File: config.mk
export PLATFORM = sky130hd
export DESIGN_NAME = riscv_core_pred_recovery_queue
export DESIGN_NICKNAME = d
export VERILOG_FILES = /design/src/rtl/riscv_core_pred_recovery_queue.sv
export SDC_FILE = /design/constraint.sdc
export NUM_CORES = 1
export LEC_CHECK = 0
export CORE_MARGIN = 4
export CORE_UTILIZATION = 55
export DETAILED_ROUTE_END_ITERATION = 10
export PLACE_DENSITY = 0.88
export SETUP_SLACK_MARGIN = 0.05
export SLEW_MARGIN = 30
export SYNTH_ARGS = -nofsm -noshare
export SYNTH_HDL_FRONTEND = slang
export SYNTH_SLANG_ARGS = --single-unit
export TNS_END_PERCENT = 50
File: constraint.sdc
create_clock -name i_clk -period 7.6 [get_ports i_clk]
set_input_delay 0.76 -clock i_clk [delete_from_list [all_inputs] [get_ports i_clk]]
set_output_delay 0.76 -clock i_clk [all_outputs]
set_load 0.02 [all_outputs]
File: src/rtl/riscv_core_pred_recovery_queue.sv
// Branch recovery unit: in-order prediction queue, resolve-time check, redirect/flush/training.
// Optional performance counters are compiled in with `define RISCV_PRED_PERF_CNT_EN.
module riscv_core_pred_recovery_queue #(
  parameter int ALEN         = 64,
  parameter int DEPTH        = 4,
  parameter int FLUSH_CYCLES = 2,
  parameter int CNT_W        = 32
) (
  input  logic             i_clk,
  input  logic             i_rst_n,
  input  logic             i_pred_push,
  input  logic [ALEN-1:0]  i_pred_pc,
  input  logic             i_pred_hit,
  input  logic             i_pred_taken,
  input  logic [ALEN-1:0]  i_pred_target,
  input  logic [ALEN-1:0]  i_pred_pc_next,
  output logic             o_pred_full,
  output logic             o_pred_empty,
  input  logic             i_res_valid,
  input  logic             i_res_branch,
  input  logic             i_res_jump,
  input  logic             i_res_taken,
  input  logic [ALEN-1:0]  i_res_target,
  output logic             o_mis_prediction,
  output logic [ALEN-1:0]  o_recovery_address,
  output logic             o_flush,
  output logic             o_upd_valid,
  output logic [ALEN-1:0]  o_upd_pc,
  output logic             o_upd_taken,
  output logic [ALEN-1:0]  o_upd_target,
  output logic             o_overflow,
  output logic             o_underflow,
  output logic [CNT_W-1:0] o_branch_cnt,
  output logic [CNT_W-1:0] o_mispred_cnt,
  output logic             o_dbg_state
);

  localparam int AW = $clog2(DEPTH);
  localparam int PW = AW + 1;
  localparam int FW = $clog2(FLUSH_CYCLES + 1);

  typedef enum logic {
    ST_RUN   = 1'b0,
    ST_FLUSH = 1'b1
  } state_t;

  // Handshake: a push is taken when i_pred_push=1 and o_pred_full=0, or when the
  // queue is full but the head is popped in the same cycle; a resolve pops the
  // head when i_res_valid=1 and the queue is non-empty. Both are ignored in FLUSH.

  state_t          state;
  logic [FW-1:0]   flush_cnt;
  logic [PW-1:0]   wr_ptr;
  logic [PW-1:0]   rd_ptr;

  logic [ALEN-1:0] q_pc      [DEPTH];
  logic [ALEN-1:0] q_target  [DEPTH];
  logic [ALEN-1:0] q_pc_next [DEPTH];
  logic            q_hit     [DEPTH];
  logic            q_taken   [DEPTH];

  logic            ptr_empty;
  logic            ptr_full;
  logic            in_run;
  logic            do_pop;
  logic            do_push;
  logic            do_check;
  logic            do_mis;
  logic            ovf_det;
  logic            unf_det;
  logic            is_mis;
  logic [ALEN-1:0] rec_addr;

  logic [ALEN-1:0] h_pc;
  logic [ALEN-1:0] h_target;
  logic [ALEN-1:0] h_pc_next;
  logic            h_hit;
  logic            h_taken;

  assign ptr_empty = (wr_ptr == rd_ptr);
  assign ptr_full  = (wr_ptr[AW-1:0] == rd_ptr[AW-1:0]) && (wr_ptr[AW] != rd_ptr[AW]);

  assign in_run       = (state == ST_RUN);
  assign o_pred_empty = ptr_empty;
  assign o_pred_full  = ptr_full || (state == ST_FLUSH);
  assign o_dbg_state  = (state == ST_FLUSH);

  assign h_pc      = q_pc[rd_ptr[AW-1:0]];
  assign h_target  = q_target[rd_ptr[AW-1:0]];
  assign h_pc_next = q_pc_next[rd_ptr[AW-1:0]];
  assign h_hit     = q_hit[rd_ptr[AW-1:0]];
  assign h_taken   = q_taken[rd_ptr[AW-1:0]];

  assign do_pop   = in_run && i_res_valid && !ptr_empty;
  assign do_push  = in_run && i_pred_push && (!ptr_full || do_pop);
  assign do_check = do_pop && (i_res_branch || i_res_jump);
  assign do_mis   = do_check && is_mis;
  assign ovf_det  = in_run && i_pred_push && ptr_full && !do_pop;
  assign unf_det  = in_run && i_res_valid && ptr_empty;

  // Jump wins when both type bits are set; only a predicted-taken branch that
  // falls through recovers to the stored fall-through PC.
  always_comb begin
    is_mis   = 1'b0;
    rec_addr = i_res_target;
    if (i_res_jump) begin
      is_mis = !(h_hit && h_taken && (i_res_target == h_target));
    end else if (!h_hit || !h_taken) begin
      is_mis = i_res_taken;
    end else if (!i_res_taken) begin
      is_mis   = 1'b1;
      rec_addr = h_pc_next;
    end else begin
      is_mis = (i_res_target != h_target);
    end
  end

  always_ff @(posedge i_clk) begin
    if (do_push) begin
      q_pc[wr_ptr[AW-1:0]]      <= i_pred_pc;
      q_target[wr_ptr[AW-1:0]]  <= i_pred_target;
      q_pc_next[wr_ptr[AW-1:0]] <= i_pred_pc_next;
      q_hit[wr_ptr[AW-1:0]]     <= i_pred_hit;
      q_taken[wr_ptr[AW-1:0]]   <= i_pred_taken;
    end
  end

  always_ff @(posedge i_clk or negedge i_rst_n) begin
    if (!i_rst_n) begin
      state              <= ST_RUN;
      flush_cnt          <= '0;
      wr_ptr             <= '0;
      rd_ptr             <= '0;
      o_flush            <= 1'b0;
      o_mis_prediction   <= 1'b0;
      o_recovery_address <= '0;
      o_upd_valid        <= 1'b0;
      o_upd_pc           <= '0;
      o_upd_taken        <= 1'b0;
      o_upd_target       <= '0;
      o_overflow         <= 1'b0;
      o_underflow        <= 1'b0;
    end else begin
      o_mis_prediction <= do_mis;
      o_upd_valid      <= do_check;
      o_overflow       <= ovf_det;
      o_underflow      <= unf_det;
      if (do_check) begin
        o_upd_pc     <= h_pc;
        o_upd_taken  <= i_res_jump | i_res_taken;
        o_upd_target <= i_res_target;
      end
      if (do_mis) begin
        o_recovery_address <= rec_addr;
      end
      case (state)
        ST_RUN: begin
          if (do_mis) begin
            // Purge drops every queued record, including a same-cycle push.
            state     <= ST_FLUSH;
            flush_cnt <= FW'(FLUSH_CYCLES);
            o_flush   <= 1'b1;
            wr_ptr    <= '0;
            rd_ptr    <= '0;
          end else begin
            if (do_pop)  rd_ptr <= rd_ptr + PW'(1);
            if (do_push) wr_ptr <= wr_ptr + PW'(1);
          end
        end
        ST_FLUSH: begin
          if (flush_cnt <= FW'(1)) begin
            state     <= ST_RUN;
            flush_cnt <= '0;
            o_flush   <= 1'b0;
          end else begin
            flush_cnt <= flush_cnt - FW'(1);
          end
        end
        default: begin
          state   <= ST_RUN;
          o_flush <= 1'b0;
        end
      endcase
    end
  end

`ifdef RISCV_PRED_PERF_CNT_EN
  logic [CNT_W-1:0] branch_cnt;
  logic [CNT_W-1:0] mispred_cnt;

  always_ff @(posedge i_clk or negedge i_rst_n) begin
    if (!i_rst_n) begin
      branch_cnt  <= '0;
      mispred_cnt <= '0;
    end else begin
      if (do_check && (branch_cnt != '1))  branch_cnt  <= branch_cnt + CNT_W'(1);
      if (do_mis && (mispred_cnt != '1))   mispred_cnt <= mispred_cnt + CNT_W'(1);
    end
  end

  assign o_branch_cnt  = branch_cnt;
  assign o_mispred_cnt = mispred_cnt;
`else
  assign o_branch_cnt  = '0;
  assign o_mispred_cnt = '0;
`endif

endmodule

Word-level counts from Yosys, hierarchy flattened
Memories as Yosys holds them, arrays and structs flattened. A register that Yosys moved wholly into a read port is not among the register bits.
Index checks and enable logic that the tools add are counted.
{"block": "op_classes", "addsub": 3, "n_mul": 0, "div": 0, "order_cmp": 1, "n_eq_ne": 7, "n_shift": 0, "n_mux": 21, "bitwise_logic": 2, "n_reduce_logical": 28}
{"op": "64-bit two-way mux", "n": 3}
{"op": "64-bit == test", "n": 1}
{"op": "64-bit != test", "n": 1}
{"op": "1-bit logical AND", "n": 12}
{"op": "3-bit two-way mux", "n": 4}
{"op": "1-bit two-way mux", "n": 9}
{"op": "1-bit logical NOT", "n": 7}
{"op": "3-bit by 1-bit adder with 3-bit output (second input constant)", "n": 2}
{"op": "2-bit AND reduction", "n": 3}
{"op": "1-bit logical OR", "n": 4}
{"op": "2-bit two-way mux", "n": 2}
{"op": "2-bit by 1-bit != test with 1-bit output (second input constant)", "n": 2}
{"op": "1-bit one-hot mux with 2 select lines", "n": 2}
{"op": "2-bit one-hot mux with 2 select lines", "n": 1}
{"op": "2-bit nonzero test", "n": 2}
{"op": "3-bit == test", "n": 1}
{"op": "2-bit == test", "n": 1}
{"op": "2-bit by 1-bit less-or-equal comparator with 1-bit output (second input constant)", "n": 1}
{"op": "2-bit by 1-bit subtractor with 2-bit output (second input constant)", "n": 1}
{"op": "1-bit != test", "n": 1}
{"op": "1-bit NOT", "n": 1}
{"op": "1-bit OR", "n": 1}
{"block": "word_totals", "regBits": 143, "latch_bits": 0, "ramBits": 776, "rom_bits": 0, "input_bits": 265, "mem_count": 5}
{"memory": "q_pc", "depth": 4, "word_bits": 64, "rd": 1, "rd_clocked_by_memory_dff": 1, "wr": 1, "line_no": "56", "text": "logic [ALEN-1:0] q_pc [DEPTH];"}
{"memory": "q_pc_next", "depth": 4, "word_bits": 64, "rd": 1, "rd_clocked_by_memory_dff": 0, "wr": 1, "line_no": "58", "text": "logic [ALEN-1:0] q_pc_next [DEPTH];"}
{"memory": "q_target", "depth": 4, "word_bits": 64, "rd": 1, "rd_clocked_by_memory_dff": 0, "wr": 1, "line_no": "57", "text": "logic [ALEN-1:0] q_target [DEPTH];"}
{"memory": "q_hit", "depth": 4, "word_bits": 1, "rd": 1, "rd_clocked_by_memory_dff": 0, "wr": 1, "line_no": "59", "text": "logic q_hit [DEPTH];"}
{"memory": "q_taken", "depth": 4, "word_bits": 1, "rd": 1, "rd_clocked_by_memory_dff": 0, "wr": 1, "line_no": "60", "text": "logic q_taken [DEPTH];"}

Logic depth before layout (Yosys ltp)
An unclocked memory read counts as a cell.
{"block": "logic_depth", "ltp_word": 8, "depth_mapped": 14}

Least setup slack after synthesis
Ideal clock, no wire load.
{"block": "synth_timing", "kind": "register to register", "start": "register rd_ptr[0]", "end": "memory q_hit[3] (enable)", "setup_time_ps": 580, "arrival_ps": 6059, "required_ps": 7020, "slack_ps": 961, "stages_incl_launch_ff": 10, "n_path_buf": 4, "period_less_slack_ps": 6639, "cell_sequence": "dfrtp_1 > buf_4 > buf_6 > buf_6 > buf_6 > xnor2_1 > nand3b_1 > nor2_1 > nor2_1 > and2_1"}
{"block": "synth_between", "elab_chain_cells": 7}
{"item": "start: declaration", "line_no": "54", "text": "logic [PW-1:0] rd_ptr;"}
{"item": "start signal: assignment", "line_no": "166", "text": "if (do_pop) rd_ptr <= rd_ptr + PW'(1);"}
{"item": "3-bit == test / 2-bit == test (equally long branches)", "line_no": "80, 81"}
{"item": "1-bit logical NOT / 1-bit logical AND (equally long branches)", "line_no": "94, 81"}
{"item": "1-bit logical AND / 1-bit logical NOT (equally long branches)", "line_no": "94, 95"}
{"item": "1-bit logical OR *", "line_no": "95", "text": "assign do_push = in_run && i_pred_push && (!ptr_full || do_pop);"}
{"item": "1-bit logical AND *", "line_no": "95"}
{"item": "1-bit two-way mux *", "line_no": "119", "text": "if (do_push) begin"}
{"item": "1-bit two-way mux (implied by the code) *", "line_no": "123", "text": "q_hit[wr_ptr[AW-1:0]] <= i_pred_hit;"}
{"item": "end: declaration", "line_no": "59"}
Mark *: on every way between the ends. The rest lies on a longest branch, timed or not.

==> metrics <==
gr usage total 26.7%; Crit. End Element register; WS Path Type register to register; FFs w/ async S/R, synth 21.1%; metal3 WL around 11000 um; DR pass1 iterations 5; Synth Area per Inst between 15 and 20 um^2; crit path DAT 5620 ps; share of the synthesized area in the top cell type 58.8%; setup violators final 0; total wire length ~100000 um; Synth area leaders edfxtp_1, dfrtp_1, mux4_2; Critical Path Start rd_ptr[1]; CTS tree done; Antenna Violating Nets Remaining 0; DR vias/cell 6.16; Max Root-Sink Buffers 3; postcts setup bufs 0; die height between 200 and 300 um; largest net degree at the start of global routing 131; Gate Count Post-Synth 2113; Placement Rows 98; die area 76400 um^2; RR Startpoint rd_ptr[1]; final worst setup slack around 2500 ps; gpl congestion 0.876; H-tree depth 3; I/O pins 530; PD cells roughly 390 nW/um^2; Design Power between 15 and 20 mW; Final period util 67.1%; area grow syn2layout 21.9%; VDD IR max roughly 0.31 mV; antenna violations before repair 28; EDFF count, synth approximately 780; commonest cells in the netlist edfxtp_1, dfrtp_1, mux2_2, mux4_2, buf_4; synth unique cells 53; startpoint types register; RSZ-0062 raised after global routing no; Fillers 4414; TritonCTS buffer count 98; DR vias approximately 22000; leakage 16.6 nW; Reg2Reg Depth 10; Multi-input gate area 10200 um^2; setup_tns 0 ps; Die W 276 um; # nets final roughly 2800; most instantiated library cell after synthesis edfxtp_1; sequential area share after synthesis 71.9%; Final Hold Fails 0; synthesized area 39600 um^2; Max Cap Viol 0; #FFs+latches synth roughly 1000; routed wire length on met2 51100 um; Post-synth top flop edfxtp_1; IO buf count 465; GR Overflow Total 0; post-detail-place hpwl approximately 67000 um; layout cell share with drive strength beyond 1 roughly a fifth; sequential cell area 28500 um^2; highest routed layer met5; Required @ worst endpoint 8120 ps; Initial Utilization ~55%; first-pass GRT wire length 152000 um; clk slew on worst S/H paths 70 ps; pre-CTS setup slack 2470 ps; clk_lat worst skew 650 ps; hold crit path type input port to async pin; DR DRC count 0; TritonCTS Sinks 983; post-cts gate resize count 0; cts hold-fix bufs 0; Yosys top cell by area edfxtp_1; Slew Limit Fails 0; WHS 178 ps; Root Driver clkbuf_16; CP max FO 118; vias in the first global route roughly 23000; met1 WL 37900 um; Core Region 71500 um^2; WL/cell 28.6 um; run status finished, final reports clean; drt first-iter violations 2062; crit path time final 5100 ps; Setup Skew 30.3 ps; Worst slew margin 29.5%; FMAX roughly 0.20 GHz; Syn. warnings 0; Slew @ Worst Pin around 1100 ps
critical path, cell delays in order, from the launching register on:
cell	delay (ps)
dfrtp_4	940
buf_12	610
mux4_2	400
a22o_1	240
a311o_1	300
or3_1	350
nor4_4	280
buf_4	510
buf_4	760
a2bb2oi_1	310
nand3b_1	130
where the power goes:
part           internal [mW]  total, mW  switching [mW]
registers               7.20       7.89           0.693
logic                   2.95       6.22            3.27
clock network           2.86       4.90            2.04
sequential cells by signal, indices dropped and copies added (netlist names), 2 cells and up:
register            cells
flush_cnt               2
o_recovery_address     64
o_upd_pc               64
o_upd_target           64
q_hit                   4
q_pc                  256
q_pc_next             256
q_taken                 4
q_target              256
rd_ptr                  3
wr_ptr                  3
final cells by class:
class / instances / area share [%]
flip-flops and latches: 983 / 59.0
multi-input cells: 985 / 21.1
repair buffers: 488 / 10.3
clock buffers: 134 / 5.78
well taps: 950 / 2.46
clock inverters: 52 / 1.10
inverters: 17 / 0.132
diodes: 18 / 0.0933
path summary, 6_finish.rpt:
kind | slack (ps) | to
worst max-delay path | 2500 | o_recovery_address[62]
worst min-delay path | 180 | o_upd_pc[39]
worst max register to register | 2500 | o_recovery_address[62]
worst min register to register | 500 | o_upd_target[59]
max in group asynchronous | 6120 | o_upd_target[30]
min in group i_clk | 500 | o_upd_target[59]
cell families (layout without fill, tap and decap cells):
kind of cell,Yosys count,count (layout),share of synthesized area (%)
muxes,414,414,16.6
DFF,983,983,71.9
xor gates and xnor gates,60,60,1.33
other,1,82,0.00946
AOI/OAI and AO/OA,184,184,3.17
adders and majority gates,5,5,0.158
and+or+nand+nor,258,258,3.76
buffers and inverters,208,691,3.12
layout by cell type, fill, tap and decap left out, drive strengths merged, types with 24 or more instances in the layout:
cell	instances
conb	64
mux4	174
a2bb2oi	67
dfrtp	207
nand2	82
a21oi	80
edfxtp	776
nand3b	65
mux2i	45
buf	24
mux2	195
clkbuf	134
nand4	71
clkinv	31
xnor2	40
clkdlybuf4s50	464
routing by layer:
metal  vias up  track usage [%]
met3       200             8.38
met4        22             9.41
met5         -                0
li1       9267                -
met1     11512             34.7
met2      1341             43.0
through the flow:
step / cells / instance area, um^2 / util [%]
after global routing: 3619 / 48300 / 67.5
after floorplan: 2176 / 39900 / -
final: 3627 / 48300 / 67.6
after detailed placement: 3421 / 44900 / 62.8
after global placement: 3421 / 44900 / 62.7
after CTS: 3607 / 48200 / 67.4
No activity file was read; power rests on OpenSTA's default activity.
